`src/rtl/fetch_sequencer_pkg.sv`:
```
// Shared definitions for the instruction-fetch sequencer.
// Fetch FSM encoding, RV32 opcodes used for prediction, PC increment.
package fetch_sequencer_pkg;

    typedef enum logic [1:0] {
        ST_FETCH = 2'd0,
        ST_WAIT  = 2'd1,
        ST_HOLD  = 2'd2,
        ST_DROP  = 2'd3
    } fetch_state_e;

    localparam logic [6:0]  OPCODE_JAL    = 7'b1101111;
    localparam logic [6:0]  OPCODE_BRANCH = 7'b1100011;
    localparam logic [31:0] PC_INC        = 32'd4;

endpackage

```
`src/rtl/fetch_sequencer_next_pc.sv`:
```
// next_pc_predictor: static next-PC prediction from a fetched instruction.
// STATIC_BRANCH_PREDICT_EN adds backward-taken prediction for branches.
module next_pc_predictor
    import fetch_sequencer_pkg::*;
#(
    parameter int XLEN = 32
) (
    input  logic [XLEN-1:0] pc_i,
    input  logic [31:0]     inst_i,
    output logic [XLEN-1:0] next_pc_o,
    output logic            pred_taken_o
);

    logic [6:0]      opcode;
    logic [XLEN-1:0] j_imm;

    assign opcode = inst_i[6:0];
    assign j_imm  = {{(XLEN-20){inst_i[31]}}, inst_i[19:12],
                     inst_i[20], inst_i[30:21], 1'b0};

`ifdef STATIC_BRANCH_PREDICT_EN
    logic [XLEN-1:0] b_imm;
    assign b_imm = {{(XLEN-12){inst_i[31]}}, inst_i[7],
                    inst_i[30:25], inst_i[11:8], 1'b0};
`else
    logic unused_bfields;
    assign unused_bfields = ^inst_i[11:7];
`endif

    // JAL always taken; backward branches taken only when enabled
    always_comb begin
        next_pc_o    = pc_i + PC_INC;
        pred_taken_o = 1'b0;
        if (opcode == OPCODE_JAL) begin
            next_pc_o    = pc_i + j_imm;
            pred_taken_o = 1'b1;
        end
`ifdef STATIC_BRANCH_PREDICT_EN
        else if (opcode == OPCODE_BRANCH && inst_i[31]) begin
            next_pc_o    = pc_i + b_imm;
            pred_taken_o = 1'b1;
        end
`endif
    end

endmodule

```
`src/rtl/fetch_sequencer.sv`:
```
// fetch_sequencer: PC, single outstanding I-cache request, IF/ID buffer.
// Optional macro STATIC_BRANCH_PREDICT_EN enables backward-branch prediction.
module fetch_sequencer
    import fetch_sequencer_pkg::*;
#(
    parameter int              XLEN     = 32,
    parameter logic [XLEN-1:0] RESET_PC = '0
) (
    input  logic            clk,
    input  logic            reset,
    output logic            icache_req_valid,
    input  logic            icache_req_ready,
    output logic [XLEN-1:0] icache_req_addr,
    input  logic            icache_resp_valid,
    input  logic [31:0]     icache_resp_inst,
    input  logic            redirect_valid,
    input  logic [XLEN-1:0] redirect_pc,
    output logic            id_valid,
    input  logic            id_ready,
    output logic [31:0]     id_inst,
    output logic [XLEN-1:0] id_pc,
    output logic            id_pred_taken
);

    fetch_state_e    state_q;
    logic [XLEN-1:0] pc_q;
    logic            req_valid_q;
    logic            id_valid_q;
    logic [31:0]     id_inst_q;
    logic [XLEN-1:0] id_pc_q;
    logic            id_pred_q;

    logic [XLEN-1:0] pred_pc;
    logic            pred_taken;
    logic            req_fire;

    next_pc_predictor #(.XLEN(XLEN)) u_pred (
        .pc_i         (pc_q),
        .inst_i       (icache_resp_inst),
        .next_pc_o    (pred_pc),
        .pred_taken_o (pred_taken)
    );

    assign req_fire         = req_valid_q & icache_req_ready;
    assign icache_req_valid = req_valid_q;
    assign icache_req_addr  = pc_q;
    assign id_valid         = id_valid_q;
    assign id_inst          = id_inst_q;
    assign id_pc            = id_pc_q;
    assign id_pred_taken    = id_pred_q;

    // Fetch FSM: redirect wins over every normal transition
    always_ff @(posedge clk) begin
        if (reset) begin
            state_q     <= ST_FETCH;
            pc_q        <= RESET_PC;
            req_valid_q <= 1'b0;
            id_valid_q  <= 1'b0;
            id_inst_q   <= '0;
            id_pc_q     <= '0;
            id_pred_q   <= 1'b0;
        end else if (redirect_valid) begin
            pc_q       <= redirect_pc;
            id_valid_q <= 1'b0;
            unique case (state_q)
                ST_FETCH: begin
                    if (req_fire) begin
                        state_q     <= ST_DROP;
                        req_valid_q <= 1'b0;
                    end else begin
                        req_valid_q <= 1'b1;
                    end
                end
                ST_WAIT: begin
                    if (icache_resp_valid) begin
                        state_q     <= ST_FETCH;
                        req_valid_q <= 1'b1;
                    end else begin
                        state_q <= ST_DROP;
                    end
                end
                ST_HOLD: begin
                    state_q     <= ST_FETCH;
                    req_valid_q <= 1'b1;
                end
                ST_DROP: begin
                    if (icache_resp_valid) begin
                        state_q     <= ST_FETCH;
                        req_valid_q <= 1'b1;
                    end
                end
            endcase
        end else begin
            unique case (state_q)
                ST_FETCH: begin
                    if (req_fire) begin
                        state_q     <= ST_WAIT;
                        req_valid_q <= 1'b0;
                    end else begin
                        req_valid_q <= 1'b1;
                    end
                end
                ST_WAIT: begin
                    if (icache_resp_valid) begin
                        state_q    <= ST_HOLD;
                        id_valid_q <= 1'b1;
                        id_inst_q  <= icache_resp_inst;
                        id_pc_q    <= pc_q;
                        id_pred_q  <= pred_taken;
                        pc_q       <= pred_pc;
                    end
                end
                ST_HOLD: begin
                    if (id_ready) begin
                        state_q     <= ST_FETCH;
                        id_valid_q  <= 1'b0;
                        req_valid_q <= 1'b1;
                    end
                end
                ST_DROP: begin
                    if (icache_resp_valid) begin
                        state_q     <= ST_FETCH;
                        req_valid_q <= 1'b1;
                    end
                end
            endcase
        end
    end

    // A response is only legal while a request is outstanding or squashed
    a_resp_legal: assert property (@(posedge clk) disable iff (reset)
        !(icache_resp_valid &&
          (state_q == ST_FETCH || state_q == ST_HOLD)));

endmodule

```
`config.mk`:
```
export PLATFORM = sky130hd
export DESIGN_NAME = fetch_sequencer
export DESIGN_NICKNAME = d
export VERILOG_FILES = /design/src/rtl/fetch_sequencer_pkg.sv /design/src/rtl/fetch_sequencer_next_pc.sv /design/src/rtl/fetch_sequencer.sv
export SDC_FILE = /design/constraint.sdc
export NUM_CORES = 1
export LEC_CHECK = 0
export ABC_AREA = 0
export CORE_UTILIZATION = 49
export DETAILED_ROUTE_END_ITERATION = 12
export HOLD_SLACK_MARGIN = 0.03
export PLACE_DENSITY = 0.81
export SYNTH_ARGS = -nofsm -noshare
export SYNTH_HDL_FRONTEND = slang
export SYNTH_SLANG_ARGS = --single-unit
```
`constraint.sdc`:
```
create_clock -name clk -period 3.8 [get_ports clk]
set_input_delay 0.95 -clock clk [delete_from_list [all_inputs] [get_ports clk]]
set_output_delay 0.95 -clock clk [all_outputs]
set_load 0.01 [all_outputs]
```
==> flow_summary_export.csv, run 1 <==
group,metric,value,unit
run_status,status,"completed",
clock_tree,cts_tree,"built",
sta,tightest_slew,0.736,ns
floorplan,io_pins,169,
sta,hold_viol,0,
grt,antenna_found_initial,0,
grt,grt_pass1_vias,6523,
setup_path,worstSetupPathType,"input pin to flip-flop",
cells_and_area,final_cell_mix,"nand2_1, clkdlybuf4s50_1, a21oi_1",
grt,grtUsageTotal,33.2,%
floorplan,die_y,115,um
clock_tree,post_cts_buffers,0,
yosys,synth_edf_count,0,
grt,grt_pass1_wl,33.8,mm
yosys,yosys_warnings,0,
placement,place.gp.congestion,0.974,
clock_tree,clkTransAtPathRegs,0.08,ns
floorplan,fp-row-count,41,
setup_path,path_delay_family,"compound AO/OA/AOI/OAI gates",
floorplan,die_w,115,um
sta,hold_slack,0.454,ns
setup_path,critical_path_arrival,3.83,ns
setup_path,critPathSlowestCell,"o41a_1",
cells_and_area,nets,1119,
route,wire_per_inst,17.8,um
clock_tree,numCtsBuffers,9,
setup_path,crit_path_start_kind,"input pin",
flow_run,cap_violations,0,
cells_and_area,postLayoutCellArea,0.00852,mm2
clock_tree,clk_path_buf_depth,2,
setup_path,cp-end-kind,"flip-flop",
clock_tree,insertion_delay,0.36,ns
floorplan,core-area,0.0126,mm2
clock_tree,cts_sinks,101,
yosys,synthArstFlopShare,0,%
sta,fmax,279,MHz
setup_path,required,4.04,ns
placement,placed_area,0.00822,mm2
yosys,synth_cell_type_count,67,
sta,fin_skew,0.0105,ns
cells_and_area,final_common_cell,"nand2_1",
placement,io_buffers,168,
setup_path,crit_chain,"clkdlybuf4s50_1 -> ha_1 -> inv_1 -> fa_1 -> nor2b_4 -> o31a_1 -> o41a_1 -> o31a_1 -> a211o_1 -> a21boi_2 -> and4_1 -> o32ai_2",
yosys,netlist_area,0.00630,mm2
route,vias,6999,
yosys,synth.avg_cell_area,7.29,um2
cells_and_area,layout-drive-gt1-share,5.87,%
route,via_per_inst,5.86,
clock_tree,root_buffer,"clkbuf_16",
setup_path,path_common_cell,"o31a_1",
placement,dp_hpwl,15.8,mm
sta,finalCritPeriodShare,94.5,%
sta,setup_viol,0,
setup_path,crit_path_max_incr_delay,0.44,ns
sta,slew_headroom,50.5,%
cells_and_area,syn_to_final_growth,35.4,%
clock_tree,ctsHtreeMaxLevel,3,
route,drc,0,
sta,layout_setup_ws,0.210,ns
route,drt_iter0_markers,650,
power_and_ir_drop,leakagePower,3.16,nW
yosys,synth_top_flop_cell,"dfxtp_1",
power_and_ir_drop,ir_worst_vdd,0.000358,V
yosys,ys_seq_elements,101,
power_and_ir_drop,power-per-cell-area,319,mW/mm2
sta,fin_crit,3.59,ns
cells_and_area,fillers,1116,
route,wirelength,21.3,mm
clock_tree,cts_resized,0,
grt,gr-total-overflow,0,
setup_path,path_max_fanout,3,
setup_path,critPathBufInv,2,
sta,maxSlewViolCount,0,
placement,place_ws,-0.160,ns
route,antenna_left,0,
floorplan,die_area,0.0133,mm2
cells_and_area,antenna_cells,0,
sta,rsz0062_at_grt,"no",
worst_hold_path,hold_path.class,"flip-flop to flip-flop",
grt,grt_max_degree,66,
yosys,synthCells,864,
route,firstDrtPassIters,5,
clock_tree,cts-hold-fix-buffers,0,
floorplan,initial_core_util,50.1,%
yosys,yosysSeqAreaShare,32.1,%
yosys,synth_nets,966,
[synthesized netlist by cell type, types with 3 or more instances]
cell,instances,area (um2)
nand4_1,14,87.6
or3_1,4,25.0
nor3_1,17,85.1
mux2i_1,3,30.0
nor2b_1,7,43.8
a221oi_1,6,52.6
a31oi_1,5,31.3
o21a_1,3,22.5
ha_1,31,388
and2_1,3,18.8
clkbuf_1,50,188
nor2_1,42,158
o21ai_1,18,90.1
o211ai_1,8,60.1
a32oi_1,3,26.3
o31a_1,4,35.0
nand2_1,172,646
buf_1,3,11.3
nand3_1,26,130
o21bai_1,5,37.5
a211oi_1,13,97.6
o21ai_0,26,130
o22ai_1,3,18.8
xnor2_1,9,78.8
o311a_1,3,30.0
a21o_1,15,113
a21oi_1,151,756
buf_2,3,15.0
nor3b_1,3,22.5
inv_1,22,82.6
and4_1,6,52.6
and3_1,12,75.1
xor2_1,16,140
a211o_1,4,35.0
nand2b_1,6,37.5
dfxtp_1,101,2020
o221ai_1,4,35.0
o31ai_1,4,30.0
or2_2,5,31.3
[path summary, 6_finish.rpt]
kind	from	to	slack [ns]	cells past startpoint
max	icache_resp_inst[21]	icache_req_addr[29]$_SDFFE_PP0P_	0.21	12
min	id_inst[27]$_SDFFE_PP0P_	id_inst[27]$_SDFFE_PP0P_	0.45	2
max reg2reg	icache_req_addr[2]$_SDFFE_PP0P_	icache_req_addr[22]$_SDFFE_PP0P_	0.77	9
min reg2reg	id_inst[27]$_SDFFE_PP0P_	id_inst[27]$_SDFFE_PP0P_	0.45	2
[worst min-delay path, stage by stage, from the launching register on]
cell     delay, ns
dfxtp_1       0.31
nand2_1       0.05
a21oi_1       0.05
[metrics by stage]
step	std cells	TNS, ns	util, %	total power, mW
CTS	1194	0	67.8	2.72
detailed placement	1178	-0.443	65.4	1.76
floorplan	864	0	-	1.49
global placement	1178	-0.156	65.4	1.75
global route	1194	0	67.8	2.83
finish	1194	0	67.8	2.72
[report_power, final]
group	internal (mW)	leakage (nW)	total (mW)	switching [mW]
clock network	0.523	0.150	0.970	0.446
registers	1.09	0.822	1.15	0.0647
logic	0.283	2.19	0.595	0.312
[cell type report]
cell class / count / area (um2) / share of cell area (%)
Clock inverter: 6 / 76.3 / 0.895
Tap cell: 172 / 215 / 2.52
Timing Repair Buffer: 198 / 1910 / 22.4
Inverter: 22 / 82.6 / 0.969
Multi-Input combinational cell: 685 / 3990 / 46.8
Clock buffer: 10 / 229 / 2.69
Sequential cell: 101 / 2020 / 23.7
[layer usage]
metal,part of all wire [%],vias up,global-route usage (%)
li1,-,3401,-
met1,44,3176,45.9
met2,43,371,48.6
met3,11,51,9.17
met4,2.7,0,13.2
met5,0,-,0
[kinds of logic (layout without fill, tap and decap cells)]
family                   count (synthesis)  count (layout)  share of synthesized area [%]
buffers and inverters                   78             236                           4.71
XOR/XNOR                                25              25                           3.48
AND/OR/NAND/NOR                        329             329                           24.1
adder cells (fa/ha/maj)                 32              32                           6.48
flip-flops                             101             101                           32.1
AO/OA/AOI/OAI                          295             295                           28.5
multiplexers                             4               4                          0.656
[sequential cells by signal, indices dropped and copies added (netlist names)]
signal,flops
state_q,2
icache_req_addr,32
id_pc,32
id_inst,32
id_valid,1
id_pred_taken,1
icache_req_valid,1
Note: power is estimated with default switching activity, not from simulation.
==> run 2, diff against run 1 <==
CORE_UTILIZATION = 55   (was 49)
DONT_BUFFER_PORTS = 1   (was not set)
PLACE_DENSITY = 0.7   (was 0.81)
==> flow_summary_export.csv, run 2 (same netlist as run 1, synthesis figures left out) <==
group,metric,value,unit
worst_hold_path,hold_path_end,"id_pc[26]$_SDFFE_PP0P_",
power_and_ir_drop,clockPowerShare,37.7,%
cells_and_area,final_common_cell,"nand2_1",
sta,fin_skew,0.00918,ns
worst_hold_path,whs_path_depth,2,
power_and_ir_drop,power-per-cell-area,375,mW/mm2
grt,grtUsageTotal,33.7,%
route,wirelength,19.9,mm
clock_tree,clk_path_buf_depth,2,
route,antenna_left,0,
power_and_ir_drop,sw_frac_of_total,29.8,%
cells_and_area,nets,942,
clock_tree,insertion_delay,0.36,ns
clock_tree,cts_resized,0,
cells_and_area,fillers,1031,
floorplan,fp-row-count,38,
setup_path,critical_path_arrival,3.33,ns
cells_and_area,final_cells,985,
power_and_ir_drop,p_int,1.77,mW
setup_path,timing.rr.end,"icache_req_addr[26]$_SDFFE_PP0P_",
power_and_ir_drop,pwr-share-comb,16.6,%
sta,hold_viol,0,
flow_run,cap_violations,0,
floorplan,die_y,109,um
setup_path,cp-end-kind,"flip-flop",
cells_and_area,layout-drive-gt1-share,5.92,%
route,firstDrtPassIters,5,
route,drc,0,
cells_and_area,antenna_cells,0,
sta,fmax,322,MHz
grt,antenna_found_initial,0,
setup_path,crit_path_start_kind,"input pin",
route,wire_per_inst,20.2,um
sta,maxSlewViolCount,0,
floorplan,io_pins,169,
power_and_ir_drop,p_seq_share,45.7,%
worst_hold_path,hold_path.class,"flip-flop to flip-flop",
placement,place.gp.congestion,0.944,
power_and_ir_drop,leakagePower,2.50,nW
grt,grt_pass1_wl,30.3,mm
sta,setup_viol,0,
worst_hold_path,holdCritStartpoint,"id_pc[26]$_SDFFE_PP0P_",
setup_path,reg2reg_depth,7,
sta,tightest_slew,1.19,ns
clock_tree,post_cts_buffers,0,
floorplan,die_w,109,um
clock_tree,cts_tree,"built",
grt,grt_max_degree,98,
clock_tree,numCtsBuffers,9,
sta,fin_crit,3.11,ns
sta,finalCritPeriodShare,81.8,%
setup_path,reg2reg_setup_slack,0.86,ns
setup_path,required,4.03,ns
sta,slew_headroom,20.8,%
grt,gr-total-overflow,0,
cells_and_area,final_cell_mix,"nand2_1, a21oi_1, dfxtp_1",
setup_path,worstSetupPathType,"input pin to flip-flop",
clock_tree,cts-hold-fix-buffers,0,
route,vias,6342,
clock_tree,root_buffer,"clkbuf_16",
route,drt_iter0_markers,613,
sta,rsz0062_at_grt,"no",
floorplan,core-area,0.0110,mm2
placement,dp_hpwl,14.7,mm
floorplan,die_area,0.0119,mm2
sta,tns,0,ns
run_status,status,"completed",
clock_tree,ctsHtreeMaxLevel,3,
route,via_per_inst,6.44,
power_and_ir_drop,switchingPower,0.754,mW
placement,dpl.cell_count,969,
clock_tree,clkTransAtPathRegs,0.07,ns
floorplan,initial_core_util,57.3,%
setup_path,reg2reg_from,"icache_req_addr[15]$_SDFFE_PP0P_",
cells_and_area,syn_to_final_growth,7.07,%
placement,io_buffers,0,
clock_tree,cts_sinks,101,
setup_path,path_max_fanout,3,
grt,grt_pass1_vias,5701,
power_and_ir_drop,ir_worst_vdd,0.000323,V
==> run 2: how the worst max path moves through the flow <==
stage | start | to | slack, ns | cells after the start
4_1_cts | icache_resp_inst[21] | icache_req_addr[29]$_SDFFE_PP0P_ | 0.69 | 11
2_1_floorplan | icache_resp_inst[21] | icache_req_addr[29]$_SDFFE_PP0P_ | 0.49 | 11
3_3_place_gp | icache_resp_inst[21] | icache_req_addr[29]$_SDFFE_PP0P_ | 0.35 | 11
5_1_grt | icache_resp_inst[21] | icache_req_addr[19]$_SDFFE_PP0P_ | 0.60 | 12
3_5_place_dp | icache_resp_inst[21] | icache_req_addr[29]$_SDFFE_PP0P_ | 0.32 | 11
6_report | icache_resp_inst[21] | icache_req_addr[29]$_SDFFE_PP0P_ | 0.69 | 11
==> run 2: metrics by stage <==
stage               worst slack (ns)  instance area (um2)  power (mW)  utilization, %  hold slack (ns)
finish                         0.691                 6740        2.53            61.4            0.495
global route                   0.599                 6740        2.62            61.4            0.515
CTS                            0.689                 6740        2.53            61.4            0.498
detailed placement             0.323                 6440        1.58            58.6            0.488
global placement               0.354                 6440        1.58            58.6            0.481
floorplan                      0.494                 6300        1.49               -            0.481
==> run 2: power groups by stage <==
stage          clock, mW  combinational (mW)  sequential [mW]
2_1_floorplan          0               0.320             1.17
3_3_place_gp           0               0.402             1.18
3_5_place_dp           0               0.408             1.18
4_1_cts            0.967               0.410             1.15
5_1_grt             1.00               0.460             1.16
6_report           0.953               0.420             1.15
==> run 2: critical path, stage by stage <==
cell	delay [ns]
ha_1	0.17
inv_1	0.07
fa_1	0.23
nor2b_4	0.06
o31a_1	0.27
o41a_1	0.43
o31a_1	0.36
a211o_1	0.32
a21boi_2	0.17
and4_1	0.22
o32ai_2	0.08
==> run 2: routing by layer <==
| layer | vias to the layer above | global-route usage (%) | wire length, um |
|---|---|---|---|
| li1 | 3062 | - | - |
| met1 | 2923 | 48.2 | 9090 |
| met2 | 335 | 47.1 | 8240 |
| met3 | 22 | 10.8 | 2270 |
| met4 | 0 | 10.9 | 340 |
| met5 | - | 0 | 0 |
==> run 2: area by class of cell <==
type	instances	area (um2)	area share [%]
Tap cell	140	175	2.60
Inverter	22	82.6	1.22
Timing Repair Buffer	21	170	2.52
Clock inverter	7	78.8	1.17
Sequential cell	101	2020	30.0
Multi-Input combinational cell	685	3990	59.1
Clock buffer	9	225	3.34
